==> config.mk <==
export PLATFORM = sky130hd
export DESIGN_NAME = fft_host_bridge
export DESIGN_NICKNAME = d
export VERILOG_FILES = /design/src/rtl/fft_host_bridge.sv
export SDC_FILE = /design/constraint.sdc
export NUM_CORES = 1
export LEC_CHECK = 0
export BUFFER_PORTS_ARGS = -buffer_cell sky130_fd_sc_hd__buf_2
export CORE_UTILIZATION = 25
export CTS_CLUSTER_SIZE = 12
export DETAILED_ROUTE_END_ITERATION = 8
export SYNTH_ARGS = -nofsm -noshare
export SYNTH_HDL_FRONTEND = slang
export SYNTH_SLANG_ARGS = --single-unit
==> constraint.sdc <==
create_clock -name CLK -period 4.26 [get_ports CLK]
set_input_delay 0.852 -clock CLK [delete_from_list [all_inputs] [get_ports CLK]]
set_output_delay 0.852 -clock CLK [all_outputs]
set_load 0.05 [all_outputs]
==> src/rtl/fft_host_bridge.sv <==
// Register-mapped host bridge for the iterative FFT core.
// Input sample latch/push, buffered result FIFO, counters, sticky status, IRQ.
module fft_host_bridge #(
    parameter int DWL     = 16,
    parameter int AWL     = 10,
    parameter int FIFO_AW = 4
) (
    input  logic           CLK,
    input  logic           RST,
    input  logic [2:0]     ADDR,
    input  logic           WR,
    input  logic           RD,
    input  logic [DWL-1:0] WDATA,
    output logic [DWL-1:0] RDATA,
    output logic           IRQ,
    output logic [DWL-1:0] o_DATA_R,
    output logic [DWL-1:0] o_DATA_I,
    output logic           o_WR_DATA,
    input  logic           i_FULL,
    input  logic [DWL-1:0] i_DATA_R,
    input  logic [DWL-1:0] i_DATA_I,
    input  logic           i_VALID
);

    localparam int CW    = AWL + 1;
    localparam int DEPTH = 1 << FIFO_AW;
    localparam logic [CW-1:0] FRAME = {1'b1, {AWL{1'b0}}};

    // control / status state
    logic          push_on_imag;
    logic [CW-1:0] in_cnt;
    logic [CW-1:0] out_cnt;
    logic          in_ovf;
    logic          out_ovf;
    logic          frame_done;

    // result FIFO
    logic [2*DWL-1:0] mem [DEPTH];
    logic [FIFO_AW:0] wptr;
    logic [FIFO_AW:0] rptr;
    logic             fifo_empty;
    logic             fifo_full;
    logic [2*DWL-1:0] head;

    // decoded strobes
    logic          wr_in_r;
    logic          wr_in_i;
    logic          wr_status;
    logic          wr_ctrl;
    logic          push_req;
    logic          soft_clr;
    logic          push_ok;
    logic          in_ovf_set;
    logic          pop;
    logic          fifo_wr;
    logic          out_ovf_set;
    logic          frame_set;
    logic [2:0]    w1c;
    logic [CW-1:0] in_inc;
    logic [CW-1:0] out_inc;
    logic [CW-1:0] in_nxt;
    logic [CW-1:0] out_nxt;
    logic [DWL-1:0] rd_val;

    logic unused_wdata;
    assign unused_wdata = ^WDATA[DWL-1:6];

    assign fifo_empty = (wptr == rptr);
    assign fifo_full  = (wptr[FIFO_AW] != rptr[FIFO_AW]) &&
                        (wptr[FIFO_AW-1:0] == rptr[FIFO_AW-1:0]);
    assign head       = mem[rptr[FIFO_AW-1:0]];
    assign IRQ        = frame_done;

    // Decode host accesses and derive push/pop/flag events for this cycle;
    // soft clear overrides any push or capture in the same cycle.
    always_comb begin
        wr_in_r     = WR && (ADDR == 3'd0);
        wr_in_i     = WR && (ADDR == 3'd1);
        wr_status   = WR && (ADDR == 3'd4);
        wr_ctrl     = WR && (ADDR == 3'd7);
        push_req    = (wr_in_i && push_on_imag) || (wr_ctrl && WDATA[1]);
        soft_clr    = wr_ctrl && WDATA[2];
        push_ok     = push_req && !i_FULL && !soft_clr;
        in_ovf_set  = push_req && i_FULL && !soft_clr;
        pop         = RD && (ADDR == 3'd3) && !fifo_empty;
        fifo_wr     = i_VALID && (!fifo_full || pop);
        out_ovf_set = i_VALID && fifo_full && !pop;
        w1c         = wr_status ? WDATA[5:3] : 3'b000;
        in_inc      = in_cnt + CW'(1);
        out_inc     = out_cnt + CW'(1);
        in_nxt      = (in_inc == FRAME) ? '0 : in_inc;
        out_nxt     = (out_inc == FRAME) ? '0 : out_inc;
        frame_set   = i_VALID && (out_inc == FRAME);
    end

    // Read data mux; counters are zero-extended, empty FIFO reads as 0.
    always_comb begin
        rd_val = '0;
        unique case (ADDR)
            3'd0: rd_val = o_DATA_R;
            3'd1: rd_val = o_DATA_I;
            3'd2: rd_val = fifo_empty ? '0 : head[2*DWL-1:DWL];
            3'd3: rd_val = fifo_empty ? '0 : head[DWL-1:0];
            3'd4: rd_val[5:0] = {frame_done, out_ovf, in_ovf,
                                 fifo_full, fifo_empty, i_FULL};
            3'd5: rd_val[CW-1:0] = in_cnt;
            3'd6: rd_val[CW-1:0] = out_cnt;
            3'd7: rd_val[0] = push_on_imag;
            default: rd_val = '0;
        endcase
    end

    // Sample latches, CTRL bit and the one-cycle push strobe to the core.
    always_ff @(posedge CLK or posedge RST) begin
        if (RST) begin
            o_DATA_R     <= '0;
            o_DATA_I     <= '0;
            push_on_imag <= 1'b1;
            o_WR_DATA    <= 1'b0;
        end else begin
            if (wr_in_r) o_DATA_R <= WDATA;
            if (wr_in_i) o_DATA_I <= WDATA;
            if (wr_ctrl) push_on_imag <= WDATA[0];
            o_WR_DATA <= push_ok;
        end
    end

    // Sample counters; OUT_CNT advances on every VALID to keep frame alignment.
    always_ff @(posedge CLK or posedge RST) begin
        if (RST) begin
            in_cnt  <= '0;
            out_cnt <= '0;
        end else if (soft_clr) begin
            in_cnt  <= '0;
            out_cnt <= '0;
        end else begin
            if (push_ok) in_cnt <= in_nxt;
            if (i_VALID) out_cnt <= out_nxt;
        end
    end

    // Sticky flags: a set in the same cycle as a W1C clear wins.
    always_ff @(posedge CLK or posedge RST) begin
        if (RST) begin
            in_ovf     <= 1'b0;
            out_ovf    <= 1'b0;
            frame_done <= 1'b0;
        end else if (soft_clr) begin
            in_ovf     <= 1'b0;
            out_ovf    <= 1'b0;
            frame_done <= 1'b0;
        end else begin
            in_ovf     <= in_ovf_set  | (in_ovf     & ~w1c[0]);
            out_ovf    <= out_ovf_set | (out_ovf    & ~w1c[1]);
            frame_done <= frame_set   | (frame_done & ~w1c[2]);
        end
    end

    // FIFO pointers with wrap bit; soft clear flushes.
    always_ff @(posedge CLK or posedge RST) begin
        if (RST) begin
            wptr <= '0;
            rptr <= '0;
        end else if (soft_clr) begin
            wptr <= '0;
            rptr <= '0;
        end else begin
            if (fifo_wr) wptr <= wptr + 1'b1;
            if (pop)     rptr <= rptr + 1'b1;
        end
    end

    // FIFO storage write of the captured result pair.
    always_ff @(posedge CLK) begin
        if (fifo_wr && !soft_clr) mem[wptr[FIFO_AW-1:0]] <= {i_DATA_R, i_DATA_I};
    end

    // Registered read data, held between reads.
    always_ff @(posedge CLK or posedge RST) begin
        if (RST) RDATA <= '0;
        else if (RD) RDATA <= rd_val;
    end

endmodule
; ---- After elaboration in Yosys (flattened, before gate mapping)
; Memory sizes are Yosys's and may differ from the RTL's.
; Cells that the tools add are included.
[classes]
reduce_logical = 31
n_bitwise = 9
n_addsub = 4
eq_ne = 12
mux = 22
[op_table]
columns = op, count
row1 = 11-bit two-way mux, 6
row2 = 5-bit one-hot mux with 7 select lines, 1
row3 = 16-bit two-way mux, 2
row4 = 5-bit one-hot mux with 6 select lines, 1
row5 = "11-bit by 1-bit adder with 11-bit output, second input constant", 2
row6 = "11-bit equality test, second input constant", 2
row7 = 5-bit two-way mux, 4
row8 = 5-bit one-hot mux with 4 select lines, 1
row9 = 1-bit logical AND, 19
row10 = "3-bit equality test, second input constant", 4
row11 = "5-bit by 1-bit adder with 5-bit output, second input constant", 2
row12 = 1-bit one-hot mux with 8 select lines, 1
row13 = 2-bit nonzero test, 4
row14 = "3-bit by 2-bit equality test with 1-bit output, second input constant", 2
row15 = 5-bit equality test, 1
row16 = 1-bit zero test, 5
row17 = 1-bit two-way mux, 5
row18 = 4-bit equality test, 1
row19 = 1-bit bitwise AND, 3
row20 = "3-bit by 1-bit equality test with 1-bit output, second input constant", 1
row21 = 3-bit zero test, 1
row22 = 3-bit two-way mux, 1
row23 = 1-bit NOT, 3
row24 = 1-bit bitwise OR, 3
row25 = other kinds (2), 3
[word_totals]
wordCells = 91
in_bits = 57
regBits = 85
ram_bits = 512
out_inout_bits = 50
memories = 1
[mem_list]
columns = name, words, word_bits, rd, rd_ports_with_merged_regs, write_ports, line
row1 = mem, 16, 32, 1, 0, 1, 38  ; logic [2*DWL-1:0] mem [DEPTH];

; ---- Longest topological paths before layout
; Gate-level depths: netlist of run 1.
[logic_depth]
ltp_word = 8
ltp_mapped = 10

; ---- Least setup slack after synthesis of run 1
; OpenSTA, ideal clock, no wires.
[synth_path]
kind = in2reg
from = in ADDR[2]
to = mem mem[0][0] in the netlist's numbering (enable)
setup_time_ps = 461
required_ps = 3799
path_stages = 8
path_buffers = 2
arrival_time_ps = 4209
path_slack_ps = -410
cell_sequence = and2_1 > and4_1 > clkbuf_1 > nand2b_1 > clkbuf_1 > nor2_1 > nand2_1 > nor3_1
[synth_via]
elab_chain_len = 8
[synth_lines]
columns = element, line
row1 = from (decl), 10  ; input logic [2:0] ADDR,
row2 = 3-bit by 2-bit equality test with 1-bit output, 85  ; pop = RD && (ADDR == 3'd3) && !fifo_empty;
row3 = 1-bit logical AND (2 in series), 85
row4 = 1-bit logical OR, 86  ; fifo_wr = i_VALID && (!fifo_full || pop);
row5 = 1-bit logical AND, 86
row6 = 1-bit logical AND *, 175  ; if (fifo_wr && !soft_clr) mem[wptr[FIFO_AW-1:0]] <= {i_DATA_R, i_DATA_I};
row7 = 1-bit two-way mux *, 175
row8 = 1-bit two-way mux (not written as such) *, 175
row9 = to (decl), 38
; Every way passes the cells marked *; elsewhere a longest branch is shown, timed or not.

; ---- Final worst setup path of run 1
[layout_path]
from = reg wptr[3]
to = mem mem[4][10] in the netlist's numbering (enable)
[layout_via]
elab_chain_len = 8
[layout_lines]
columns = element, line
row1 = from (decl), 39  ; logic [FIFO_AW:0] wptr;
row2 = from (signal assigned), 168  ; if (fifo_wr) wptr <= wptr + 1'b1;
row3 = 5-bit equality test or 4-bit equality test (tied branches), "68, 70"
row4 = 1-bit zero test or 1-bit logical AND (tied branches), "85, 69"
row5 = 1-bit logical AND or 1-bit zero test (tied branches), "85, 86"
row6 = 1-bit logical OR, 86
row7 = 1-bit logical AND, 86
row8 = 1-bit logical AND, 175
row9 = 1-bit two-way mux, 175
row10 = 1-bit two-way mux (not written as such), 175
; Parallel ways exist; a longest one is shown, timed or not.

==> results by group, run 1 <==
Global route
  • Grt total ovfl: 0
  • Largest net degree at the start of global routing: 86
  • GRT Overall Usage: 12.0%
  • Vias in the first global route: 12.9k
  • Initial antenna violation count: 7
  • First-pass GRT wire length: 88.0 mm

Synthesis
  • Synth cell types: 57
  • Post-Synthesis Cells: 1289
  • Number of flops mapped to enable cells by yosys: 512
  • Syn_nets: 1353
  • Yosys reg bits: 597
  • Top_reg_cell synth: edfxtp_1
  • Yosys warning total: 0
  • Post-Syn Area per Cell: 18.8 sq um
  • Asr flop ratio synth: 14.2%
  • Area of the mapped netlist: 24200 sq um
  • Seq/Total Area, Yosys: 72.4%

Layout
  • Fin cells: 2735
  • Syn-to-layout area delta: 17.2%
  • Commonest cells after routing, fill and taps aside: edfxtp_1, mux4_2, buf_2
  • Final net count: 1488
  • Register Area: 17500 sq um
  • Design Area, Final: 28300 sq um
  • Area occupied by multi-input gates: 6380 sq um
  • Most common cell after layout, fill and taps aside: edfxtp_1
  • Share of cells above drive strength 1: 29.4%
  • Diodes inserted: 0
  • Filler cells: 9356

Routing
  • DRC: 0
  • DRT Pass-1 Iters: 5
  • Starting DRT DRC Count: 1163
  • Final wirelength: 59.3 mm
  • Antenna-violating nets left: 0
  • Via count: 12.7k
  • Per-cell routed wire length: 21.7 um
  • Via density: 4.65

Timing
  • Fin crit period: 3.30 ns
  • Final Setup Violations: 0
  • RSZ-0062 raised after global routing: false
  • Setup TNS: 0 ns
  • Clk_skew: 0.0494 ns
  • Final Max Tran Viols: 0
  • Endpoints failing hold: 0
  • Least-Margin Pin Slew: 0.922 ns
  • Max frequency: 0.303 GHz
  • Max transition margin: 38.5%
  • Final hold slack: 0.405 ns
  • Tcrit/Tclk final: 77.6%

Worst setup path
  • Req. time, crit path: 4.57 ns
  • Setup slack, reg-to-reg: 0.96 ns
  • Crit path arrival time: 3.61 ns
  • CP cell instances: xor2_1 -> nor4_2 -> buf_4 -> and3_1 -> nor2_1 -> nand2_1 -> nor2_4 -> buf_12
  • Worst setup SP type: flop
  • Reg-to-reg endpoint: mem[4][10]
  • Top delay family on crit path: simple AND/OR/NAND/NOR gates
  • Element type at the critical path end: flop
  • Worst Path Class, Setup: reg -> reg
  • CP max stage cell: dfrtp_1
  • Crit Reg-Reg Startpoint: wptr[3]
  • Worst-path fanout max: 20
  • Crit path largest cell delay: 0.70 ns
  • R2R depth: 8
  • Crit path buf inv count: 2

Clocking
  • CTS H-tree depth: 2
  • Clk slew on worst S/H paths: 0.06 ns
  • CTS Buf Count: 59
  • CTS tree: yes
  • Clock buffer depth: 3
  • Setup bufs post-CTS: 0
  • Root Buffer: clkbuf_16
  • Worst skew pair latency: 0.65 ns
  • Cts hold-fix bufs: 0
  • Post-CTS sizing: 0
  • CTS sink cnt: 597

Die
  • Area of the die: 97900 sq um
  • Chip width: 313 um
  • Core area: 95400 sq um
  • # rows: 113
  • Ports: 107
  • Initial Util: 25.3%
  • DIE HEIGHT: 313 um

Placement
  • Placed Area: 26500 sq um
  • Placer Congestion: 0.832
  • Post-Place Cells: 2628
  • HPWL Detailed: 37.8 mm
  • Port Buffer Count: 106

Power and ir drop
  • Leakage Power: 9.19 nW
  • Cell Pwr Density: 596 nW/um^2
  • Worst vdd ir: 0.000400 V

Flow run
  • Max Cap Violations: 0

Min path
  • Type of the worst min-delay path: in -> async

Run status
  • Status: finished clean
==> power breakdown <==
group          internal, mW  total, mW  switching, mW
Clock                  2.90       5.08           2.18
Sequential             7.00       7.36          0.354
Combinational          1.80       4.46           2.66
==> layer usage <==
layer / GRT usage (%) / wire [um]
met5: 0 / 43
met4: 3.05 / 1240
met3: 2.89 / 4380
met2: 18.4 / 27200
met1: 17.1 / 26500
==> synthesized netlist by cell type (all sizes together) (6+ instances only) <==
master	count	area (sq um)
a211oi	6	50.1
buf	40	260
xor2	21	184
nand2	56	210
mux2	49	552
dfrtp	84	2100
a22oi	24	180
edfxtp	512	15400
nand2b	7	43.8
mux4	130	2930
and3b	6	52.6
nand3	24	120
mux2i	45	450
xnor2	13	114
nor3	14	70.1
clkbuf	31	116
a31oi	7	50.1
nor2	63	236
o21ai	27	135
inv	15	56.3
ha	7	87.6
o211ai	9	67.6
nand4	6	37.5
a221oi	8	70.1
o22ai	7	43.8
a21oi	21	105
==> registers in the layout, summed over array words and instances (netlist names), 5 cells and up <==
register / flops
RDATA: 16
mem: 512
o_DATA_I: 16
in_cnt: 11
out_cnt: 11
rptr: 5
wptr: 5
o_DATA_R: 16
==> cell families after synthesis <==
family / Yosys count / share of synthesized area, %
DFF: 597 / 72.4
muxes: 224 / 16.3
and+or+nand+nor: 201 / 3.92
AOI/OAI and AO/OA: 140 / 4.01
buffers and inverters: 86 / 1.79
xor gates and xnor gates: 34 / 1.23
adders and majority gates: 7 / 0.362
==> final cells by class <==
| type | count | area share (%) |
|---|---|---|
| clock inverters | 9 | 0.667 |
| repair buffers | 145 | 3.21 |
| inverters | 15 | 0.208 |
| flip-flops and latches | 597 | 61.8 |
| well taps | 1265 | 5.59 |
| multi-input cells | 606 | 22.5 |
| clock buffers | 98 | 5.98 |
==> per-stage QoR <==
| step | total power [mW] | util [%] | setup WS [ns] |
|---|---|---|---|
| final | 16.9 | 29.7 | 0.956 |
| after floorplan | 10.5 | - | 0.447 |
| after detailed placement | 12.0 | 27.7 | 0.468 |
| after CTS | 17.1 | 29.7 | 1.02 |
| after global routing | 17.6 | 29.7 | 0.828 |
| after global placement | 11.9 | 27.7 | 0.515 |
==> worst max-delay path by stage <==
| stage | start | end | slack (ns) | cells after the start |
|---|---|---|---|---|
| after floorplan | ADDR[2] | mem[12][0] | 0.45 | 8 |
| after global placement | ADDR[1] | mem[4][7] | 0.52 | 8 |
| after detailed placement | ADDR[1] | mem[4][7] | 0.47 | 8 |
| after CTS | wptr[3] | mem[4][10] | 1.02 | 8 |
| after global routing | wptr[3] | mem[4][10] | 0.83 | 8 |
| final | wptr[3] | mem[4][10] | 0.96 | 8 |
(Power assumes the default switching activity.)
==> run 2, diff against run 1 <==
Settings changed: ABC_AREA set to 1.
Clock period 4.26 ns to 2.7 ns, I/O delays scaled along.
==> run 2 against run 1 <==
Net effect:
- critical path depth is 3 higher
- non-clock buffer count increased by 36
- total power rose by 77%
- synthesized area grew 6.7%
- flip-flop and latch count is the same
- cell count rose by 49%
- synthesized cell count is 96% higher
- first-iteration DRC count rose by 24%
- via count is 38% higher
- critical path type unchanged
- largest cell class unchanged
==> results by group, run 2 <==
Worst setup path
  • Worst-path fanout max: 11 (-45%)
  • Crit path arrival time: 2.63 ns (-0.98 ns)
  • Crit path largest cell delay: 0.55 ns (-0.15 ns)
  • Req. time, crit path: 3.04 ns (-1.53 ns)
  • Element type at the critical path end: flop
  • CP max stage cell: dfrtp_4
  • Worst Path Class, Setup: reg -> reg
  • Worst setup SP type: flop
  • CP cell instances: xor2_1 -> nor2_1 -> nand2_1 -> nor2_1 -> nand2_2 -> nand2_4 -> nor2_4 -> inv_2 -> buf_12 -> nor2_4 -> buf_4

Power and ir drop
  • Cell Pwr Density: 974 nW/um^2 (+63%)
  • Leakage Power: 12.3 nW (+33%)
  • Design Power: 29.9 mW (+77%)
  • Worst vdd ir: 0.000863 V (+120%)

Clocking
  • Worst skew pair latency: 0.61 ns (-0.04 ns)
  • Post-CTS sizing: 0 (unchanged)
  • Root Buffer: clkbuf_16
  • CTS sink cnt: 597 (unchanged)
  • Clock buffer depth: 3 (unchanged)
  • Cts hold-fix bufs: 0 (unchanged)
  • CTS Buf Count: 67 (+14%)
  • CTS tree: yes
  • Setup bufs post-CTS: 0 (unchanged)
  • Clk slew on worst S/H paths: 0.06 ns (about the same)
  • CTS H-tree depth: 3 (+1)

Timing
  • Fin crit period: 2.29 ns (-1.01 ns)
  • Clk_skew: 0.0332 ns (-0.0161 ns)
  • Max frequency: 0.436 GHz (+44%)
  • Final Setup Violations: 0 (unchanged)
  • Endpoints failing hold: 0 (unchanged)
  • Least-Margin Pin Slew: 0.699 ns (-0.224 ns)
  • RSZ-0062 raised after global routing: false
  • Final hold slack: 0.0382 ns (-0.366 ns)
  • Tcrit/Tclk final: 85.0% (+7.4 points)
  • Max transition margin: 53.3% (+15 points)
  • Worst setup margin: 0.406 ns (-0.549 ns)
  • Final Max Tran Viols: 0 (unchanged)

Flow run
  • Max Cap Violations: 0 (unchanged)

Layout
  • Register Area: 17500 sq um (about the same)
  • Filler cells: 10.5k (+12%)
  • Final net count: 2721 (+83%)
  • Commonest cells after routing, fill and taps aside: nand2_1, edfxtp_1, nor2_1
  • Most common cell after layout, fill and taps aside: nand2_1
  • Area occupied by multi-input gates: 6910 sq um (+8.2%)
  • Syn-to-layout area delta: 18.9%
  • Largest register FFs: 512 (unchanged)
  • Fin cells: 4077 (+49%)
  • Final core utilization: 30.1% (+0.38 points)
  • Share of cells above drive strength 1: 11.4% (-18 points)

Global route
  • Grt peak-use layer: met2
  • First-pass GRT wire length: 102 mm (+16%)
  • Largest net degree at the start of global routing: 109 (+27%)
  • GR Util met2: 22.4% (+3.9 points)
  • Grt met1 use: 16.1% (-0.99 points)
  • Initial antenna violation count: 5 (-2)
  • Grt total ovfl: 0 (unchanged)
  • M3 GR Usage: 1.92% (-0.97 points)
  • GRT Overall Usage: 12.9% (+0.83 points)
  • Vias in the first global route: 16.9k (+31%)

Synthesis
  • Top post-synthesis cells by count: nand2_1, edfxtp_1, nor2_1
  • Synth area leaders: edfxtp_1, nand2_1, dfrtp_1, nor2_1, nand3_1
  • Post-Syn Area per Cell: 10.2 sq um (-46%)
  • Yosys warning total: 0 (unchanged)
  • Share of the synthesized area in the top cell type: 59.6% (-4.0 points)
  • Asr flop ratio synth: 14.2% (unchanged)
  • Synth cell types: 38 (-33%)
  • Area of the mapped netlist: 25800 sq um (+6.7%)
  • Syn_nets: 2592 (+92%)
  • Post-Synthesis Cells: 2528 (+96%)
  • Yosys reg bits: 597 (unchanged)
  • Top_reg_cell synth: edfxtp_1
  • Biggest area consumer among synthesized cells: edfxtp_1
  • Most common cell in the synthesized netlist: nand2_1
  • Number of flops mapped to enable cells by yosys: 512 (unchanged)
  • Seq/Total Area, Yosys: 67.9% (-4.6 points)

Routing
  • DRT Pass-1 Iters: 9 (+4)
  • Starting DRT DRC Count: 1441 (+24%)
  • Per-cell routed wire length: 16.5 um (-24%)
  • Via density: 4.30 (-7.5%)
  • Final wirelength: 67.1 mm (+13%)
  • Via count: 17.5k (+38%)
  • DRC: 0 (unchanged)
  • Antenna-violating nets left: 0 (unchanged)

Die
  • Chip width: 323 um (+3.3%)
  • Core area: 102000 sq um (+6.9%)
  • Area of the die: 104000 sq um (+6.7%)
  • # rows: 117 (+3.5%)
  • Initial Util: 25.3% (-0.049 points)
  • DIE HEIGHT: 323 um (+3.3%)
  • Ports: 107 (unchanged)

Placement
  • Placer Congestion: 0.856 (+2.8%)
  • Port Buffer Count: 106 (unchanged)
  • Post-Place Cells: 3956 (+51%)
  • HPWL Detailed: 43.1 mm (+14%)
  • Place WS: -0.0324 ns (-0.501 ns)

Min path
  • Type of the worst min-delay path: in -> async

Run status
  • Status: finished clean
## run 2: critical path: cells and delay by family (launching register included)
kind                      cells  cell delay (ns)
buffers and inverters         3             0.55
and+or+nand+nor               7             0.72
xor gates and xnor gates      1             0.18
DFF                           1             0.55
## run 2: kinds of logic after synthesis
family / Yosys count / synth area share [%]
AOI/OAI and AO/OA: 239 / 5.00
and+or+nand+nor: 1296 / 20.1
adders and majority gates: 7 / 0.340
xor gates and xnor gates: 22 / 0.747
DFF: 597 / 67.9
buffers and inverters: 367 / 5.96
## run 2: metrics by stage
step	setup TNS [ns]	instance area, sq um
global route	0	30700
finish	0	30700
CTS	0	30700
floorplan	-49.44	25900
global placement	0	28600
detailed placement	-2.58	28600
## run 2: metal layers
layer	share of wire, %	wire, um	vias up
met5	0.025	17	-
met1	42	28500	8443
met3	4.2	2850	113
met2	50	33900	379
met4	2.9	1920	2
li1	-	-	8612
## run 2: cell type report
cell class / count / share of cell area [%]
Sequential cell: 597 / 57.1
Multi-Input combinational cell: 1564 / 22.5
Clock buffer: 90 / 6.02
Tap cell: 1368 / 5.58
Timing Repair Buffer: 181 / 4.87
Inverter: 246 / 3.05
Clock inverter: 30 / 0.881
Antenna cell: 1 / 0.00816
## run 2: worst paths after layout
| check | end | slack [ns] | start | cells after the start |
|---|---|---|---|---|
| min reg2reg | RDATA[11] | 0.48 | RDATA[11] | 2 |
| min in group CLK | push_on_imag | 0.18 | WDATA[0] | 3 |
| max in group asynchronous | push_on_imag | 2.04 | RST | 3 |
| min | in_ovf | 0.04 | RST | 2 |
| max | mem[9][15] | 0.41 | rptr[0] | 11 |
| max reg2reg | mem[9][15] | 0.41 | rptr[0] | 11 |
## run 2: report_power, final
part	switching, mW	total (mW)	internal (mW)
sequential	0.446	11.5	11.0
clock	3.62	8.81	5.20
combinational	6.87	9.60	2.73
